File: config.mk
export PLATFORM = sky130hd
export DESIGN_NAME = sys_bridge
export DESIGN_NICKNAME = d
export VERILOG_FILES = /design/src/rtl/sys_bridge_pkg.sv /design/src/rtl/sys_bridge_timer_counter.sv /design/src/rtl/sys_bridge.sv
export SDC_FILE = /design/constraint.sdc
export NUM_CORES = 1
export LEC_CHECK = 0
export BUFFER_PORTS_ARGS = -buffer_cell sky130_fd_sc_hd__buf_2
export CAP_MARGIN = 20
export CELL_PAD_IN_SITES_DETAIL_PLACEMENT = 1
export CELL_PAD_IN_SITES_GLOBAL_PLACEMENT = 1
export CORE_MARGIN = 3
export CORE_UTILIZATION = 25
export DETAILED_ROUTE_END_ITERATION = 12
export GPL_ROUTABILITY_DRIVEN = 0
export HOLD_SLACK_MARGIN = 0.15
export PLACE_DENSITY = 0.62
export SLEW_MARGIN = 5
export SYNTH_ARGS = -nofsm -noshare
export SYNTH_HDL_FRONTEND = slang
export SYNTH_SLANG_ARGS = --single-unit
File: constraint.sdc
create_clock -name clk -period 2.6 [get_ports clk]
set_clock_uncertainty 0.2 [all_clocks]
set_input_delay 0.26 -clock clk [delete_from_list [all_inputs] [get_ports clk]]
set_output_delay 0.26 -clock clk [all_outputs]
set_load 0.005 [all_outputs]
File: src/rtl/sys_bridge_pkg.sv
// +--------------------------------------------------------------------------+
// | Module      : sys_bridge_pkg                                             |
// | Description : Shared definitions for the CPU data-port bridge and its    |
// |               countdown timer: register offsets, FSM states, timer MODE  |
// |               encodings and CTRL bit positions.                          |
// | Revision    : 1.0 - initial release                                      |
// +--------------------------------------------------------------------------+
`default_nettype none

package sys_bridge_pkg;

   // Timer register word offsets, selected by cpu_addr[3:2]
   localparam logic [1:0] REG_CTRL   = 2'd0;
   localparam logic [1:0] REG_PRESET = 2'd1;
   localparam logic [1:0] REG_COUNT  = 2'd2;

   // Timer FSM states
   typedef enum logic [1:0] {
      ST_IDLE = 2'd0,
      ST_LOAD = 2'd1,
      ST_CNT  = 2'd2,
      ST_INT  = 2'd3
   } tc_state_e;

   // MODE field encodings; the two unused codes act as one-shot
   localparam logic [1:0] MODE_ONESHOT = 2'b00;
   localparam logic [1:0] MODE_RELOAD  = 2'b01;

   // CTRL bit positions
   localparam int CTRL_EN      = 0;
   localparam int CTRL_MODE_LO = 1;
   localparam int CTRL_MODE_HI = 2;
   localparam int CTRL_IM      = 3;

endpackage

`default_nettype wire

File: src/rtl/sys_bridge_timer_counter.sv
// +--------------------------------------------------------------------------+
// | Module      : timer_counter                                              |
// | Description : Programmable countdown timer with CTRL/PRESET/COUNT        |
// |               registers, a four-state sequencing FSM and an interrupt    |
// |               flag masked by CTRL.IM.                                    |
// | Ports       : clk   - system clock                                       |
// |               reset - asynchronous active-low reset                      |
// |               we    - full-word register write strobe                    |
// |               addr  - register word offset                               |
// |               wdata - write data                                         |
// |               rdata - combinational read data of the addressed register  |
// |               irq   - level interrupt request (irq_flag & IM)             |
// | Revision    : 1.0 - initial release                                      |
// +--------------------------------------------------------------------------+
`default_nettype none

module timer_counter
   import sys_bridge_pkg::*;
(
   input  logic        clk,
   input  logic        reset,
   input  logic        we,
   input  logic [1:0]  addr,
   input  logic [31:0] wdata,
   output logic [31:0] rdata,
   output logic        irq
);

   tc_state_e   state;
   tc_state_e   state_next;

   logic        ctrl_en;
   logic [1:0]  ctrl_mode;
   logic        ctrl_im;
   logic [31:0] preset;
   logic [31:0] count;
   logic [31:0] count_next;
   logic        irq_flag;

   logic        flag_set;
   logic        flag_autoclr;
   logic        en_clear;
   logic        wr_ctrl;
   logic        wr_preset;

   assign wr_ctrl   = we && (addr == REG_CTRL);
   assign wr_preset = we && (addr == REG_PRESET);

   // State register
   always_ff @(posedge clk or negedge reset) begin
      if (!reset) begin
         state <= ST_IDLE;
      end else begin
         state <= state_next;
      end
   end

   // Next-state, next-count and side-effect strobes
   always_comb begin
      state_next   = state;
      count_next   = count;
      flag_set     = 1'b0;
      flag_autoclr = 1'b0;
      en_clear     = 1'b0;
      case (state)
         ST_IDLE: begin
            if (ctrl_en) begin
               state_next = ST_LOAD;
            end
         end
         ST_LOAD: begin
            count_next = preset;
            state_next = ST_CNT;
         end
         ST_CNT: begin
            if (!ctrl_en) begin
               state_next = ST_IDLE;
            end else if (count > 32'd1) begin
               count_next = count - 32'd1;
            end else begin
               // A count of 0 (PRESET = 0) expires like a count of 1
               count_next = 32'd0;
               flag_set   = 1'b1;
               state_next = ST_INT;
            end
         end
         ST_INT: begin
            state_next = ST_IDLE;
            if (ctrl_mode == MODE_RELOAD) begin
               // EN stays set so IDLE reloads on the next cycle
               flag_autoclr = 1'b1;
            end else begin
               en_clear = 1'b1;
            end
         end
         default: begin
            state_next = ST_IDLE;
         end
      endcase
   end

   // Register file, counter and interrupt flag
   always_ff @(posedge clk or negedge reset) begin
      if (!reset) begin
         ctrl_en   <= 1'b0;
         ctrl_mode <= MODE_ONESHOT;
         ctrl_im   <= 1'b0;
         preset    <= 32'd0;
         count     <= 32'd0;
         irq_flag  <= 1'b0;
      end else begin
         // A CPU write to CTRL overrides the FSM's one-shot EN clear
         if (wr_ctrl) begin
            ctrl_en   <= wdata[CTRL_EN];
            ctrl_mode <= wdata[CTRL_MODE_HI:CTRL_MODE_LO];
            ctrl_im   <= wdata[CTRL_IM];
         end else if (en_clear) begin
            ctrl_en <= 1'b0;
         end

         if (wr_preset) begin
            preset <= wdata;
         end

         count <= count_next;

         // Setting the flag takes priority over any clearing source
         if (flag_set) begin
            irq_flag <= 1'b1;
         end else if (wr_ctrl || wr_preset || flag_autoclr) begin
            irq_flag <= 1'b0;
         end
      end
   end

   always_comb begin
      rdata = 32'd0;
      case (addr)
         REG_CTRL:   rdata = {28'd0, ctrl_im, ctrl_mode, ctrl_en};
         REG_PRESET: rdata = preset;
         REG_COUNT:  rdata = count;
         default:    rdata = 32'd0;
      endcase
   end

   assign irq = irq_flag & ctrl_im;

endmodule

`default_nettype wire

File: src/rtl/sys_bridge.sv
// +--------------------------------------------------------------------------+
// | Module      : sys_bridge                                                 |
// | Description : Address decoder between the CPU M-stage data port, the     |
// |               external data RAM and the internal countdown timer.        |
// |               Read data returns combinationally in the same cycle.       |
// | Ports       : clk, reset            - clock, async active-low reset      |
// |               cpu_addr/wdata/byteen - CPU data access                    |
// |               cpu_rdata             - combinational read data to CPU     |
// |               dm_addr/wdata/byteen  - data RAM access (byteen gated)     |
// |               dm_rdata              - RAM asynchronous read data         |
// |               irq                   - timer interrupt request            |
// | Revision    : 1.0 - initial release                                      |
// +--------------------------------------------------------------------------+
`default_nettype none

module sys_bridge
   import sys_bridge_pkg::*;
#(
   parameter logic [31:0] DM_LIMIT = 32'h0000_2FFF,
   parameter logic [31:0] TC_BASE  = 32'h0000_7F00
)
(
   input  logic        clk,
   input  logic        reset,
   input  logic [31:0] cpu_addr,
   input  logic [31:0] cpu_wdata,
   input  logic [3:0]  cpu_byteen,
   output logic [31:0] cpu_rdata,
   output logic [31:0] dm_addr,
   output logic [31:0] dm_wdata,
   output logic [3:0]  dm_byteen,
   input  logic [31:0] dm_rdata,
   output logic        irq
);

   logic        sel_dm;
   logic        sel_tc;
   logic        tc_we;
   logic [31:0] tc_rdata;

   assign sel_dm = (cpu_addr <= DM_LIMIT);
   assign sel_tc = (cpu_addr >= TC_BASE) && (cpu_addr <= (TC_BASE + 32'd11));

   // Only full-word accesses reach the timer registers
   assign tc_we = sel_tc && (cpu_byteen == 4'b1111);

   assign dm_addr   = cpu_addr;
   assign dm_wdata  = cpu_wdata;
   assign dm_byteen = sel_dm ? cpu_byteen : 4'b0000;

   timer_counter u_timer (
      .clk   (clk),
      .reset (reset),
      .we    (tc_we),
      .addr  (cpu_addr[3:2]),
      .wdata (cpu_wdata),
      .rdata (tc_rdata),
      .irq   (irq)
   );

   always_comb begin
      cpu_rdata = 32'd0;
      if (sel_dm) begin
         cpu_rdata = dm_rdata;
      end else if (sel_tc) begin
         cpu_rdata = tc_rdata;
      end
   end

endmodule

`default_nettype wire

==> qor.txt <==
Outcome: complete, no violations
Register area: 1780 um2
Skew-Pair Late Insertion Delay: 340 ps
Worst Path Required: 2630 ps
FP Rows: 50
Setup violators final: 0
Area occupied by multi-input gates: 2550 um2
CP Launch Type: flop
GRT overflow: 0
Top cell type by total area after synthesis: dfrtp_1
First drt pass iteration count: 7
Post-synth EDFFs: 0
Worst-path maximum fanout: 7
Worst EP arrival: 2620 ps
Slew Viols, Final: 0
Routed vias: 5050
Fillers: 2210
Worst Hold Class: in -> async
Async SR Flop Fraction: 100%
Max_slew headroom: 65.1%
Initial Util: 25.7%
Highest-count cells in the layout ignoring fill and taps: buf_2, dfrtp_1, buf_4
Area Overhead vs Synth: 40.1%
Nets: 846
Full die area: 21200 um2
Number of global-route vias before repair: 5316
Ys Warns: 0
Main synth FF type: dfrtp_1
Endpoints failing hold: 0
Mapped Cells: 534
Post-Syn Nets: 638
VDD IR max: 0.000212 V
Layout cells sized above 1: 45.8%
CP Class: reg -> reg
Initial antenna violation count: 0
GR Util All Layers: 17.0%
Post-synth top area share: 36.4%
Pwr/cell area: 364 nW/um2
Slew @ Worst Pin: 524 ps
Input/output buffers: 198
Die height: 146 um
IO Count: 203
Max clock buf depth: 2
Max-cap violations: 0
First-pass GRT wire length: 29100 um
Top cells by area, synth: dfrtp_1, buf_4, mux2_2
Total Routed Length: 18500 um
Clock-pin slew on the worst setup and hold paths: 60 ps
# DRC: 0
Period utilization: 99.6%
Mean Syn Cell Area: 9.13 um2
Antenna-violating nets left: 0
Commonest non-fill, non-tap cell in the layout: buf_2
RSZ-0062 raised after global routing: yes
LEAKAGE: 3.40 nW
Chip Width: 146 um
Detail Placement HPWL: 13900 um
Antenna Diode Count: 0
Post-Synthesis Cell Area: 4880 um2
Starting DRC count in detailed routing: 323
Synthesized flop and latch total: 71
H-tree Lvls: 3
Worst setup EP type: flop
Largest net degree at the start of global routing: 42
Vias per cell: 5.02
Num CTS Buffers: 9
Sequential area share after synthesis: 36.4%
Wirelength per Cell: 18.4 um
Area of the core: 19000 um2
Root buffer cell: clkbuf_16
Final Util: 36.1%
Fin crit period: 2590 ps
Final setup TNS: 0 ps
TritonCTS clock tree: yes
Unique masters post-synth: 56
Clock sinks: 71
Fmax: 386 MHz
==> report_power, final <==
group	leakage (nW)	internal [mW]	switching, mW
clock	0.132	0.686	0.443
combinational	2.28	0.133	0.122
sequential	0.987	1.11	0.0000000177
==> stage by stage <==
step / power (mW) / setup slack (ps) / cells / area (um2) / hold WS [ps]
after floorplan: 1.23 / 4.28 / 534 / 4880 / -236
after global placement: 1.34 / -83.7 / 949 / 6020 / -30.0
after detailed placement: 1.35 / -104 / 949 / 6020 / -30.0
after CTS: 2.53 / -26.2 / 1000 / 6680 / 159
after global routing: 2.61 / -31.6 / 1005 / 6840 / 185
final: 2.49 / 9.27 / 1005 / 6840 / 156
==> routing by layer <==
layer	wire [um]	part of all wire (%)	vias to the layer above	global-route usage, %
li1	-	-	2365	-
met1	8130	44	2495	21.8
met2	9170	49	176	29.1
met3	1020	5.5	14	3.55
met4	210	1.1	0	4.51
met5	0	0	-	0
==> kinds of logic after synthesis <==
| family | Yosys count | synth area share (%) |
|---|---|---|
| mux | 41 | 9.31 |
| simple gates | 173 | 20.0 |
| buf+inv | 104 | 13.7 |
| compound gates | 143 | 20.1 |
| fa+ha+maj | 2 | 0.513 |
| flops | 71 | 36.4 |
==> state kept, by name (all words and copies together), names as in the netlist <==
name and count:
u_timer.state 2, u_timer.ctrl_mode 2, u_timer.ctrl_en 1, u_timer.preset 32, u_timer.ctrl_im 1, u_timer.count 32, u_timer.irq_flag 1
==> path summary, 6_finish.rpt <==
| path | from | to | slack, ps | cells after the start |
|---|---|---|---|---|
| hold reg to reg | u_timer.preset[17]$_DFFE_PN0P_ | u_timer.preset[17]$_DFFE_PN0P_ | 330 | 1 |
| min in group clk | cpu_byteen[2] | u_timer.irq_flag$_DFFE_PN0P_ | 280 | 4 |
| hold / removal | reset | u_timer.count[31]$_DFFE_PN0P_ | 160 | 2 |
| max in group asynchronous | reset | u_timer.count[11]$_DFFE_PN0P_ | 1450 | 3 |
| setup / recovery | u_timer.count[30]$_DFFE_PN0P_ | u_timer.count[28]$_DFFE_PN0P_ | 9 | 5 |
| setup reg to reg | u_timer.count[30]$_DFFE_PN0P_ | u_timer.count[28]$_DFFE_PN0P_ | 9 | 5 |
==> cell type report <==
class,count,share of cell area [%]
clock inverters,1,0.0732
well taps,260,4.76
multi-input cells,359,37.3
clock buffers,13,3.81
flip-flops and latches,71,26.0
repair buffers,295,27.7
inverters,6,0.329
==> synth_stat cells (7+ instances only) <==
library cell	number
or4_1	14
clkbuf_1	26
mux2_2	34
and3_1	7
o21ai_0	45
nand2_1	46
nor2_1	15
nor4_1	13
or3_1	7
buf_4	65
dfrtp_1	71
nor3_1	9
a22oi_1	40
nand3_1	22
a21oi_1	15
==> worst max-delay path: stages (launching register included) <==
cell     delay (ps)
dfrtp_1         380
or4_4           550
or4_4           470
o31a_4          410
a21o_1          170
a221o_1         290
==> timing repair <==
action	CTS	global route
endpoints found under the hold margin	107	0
setup endpoints to repair	42	37
hold buffers	33	0
gates resized for setup	7	30
pin swaps	5	6
gates cloned	0	1
setup buffers	4	4
No activity file was read; power rests on OpenSTA's default activity.
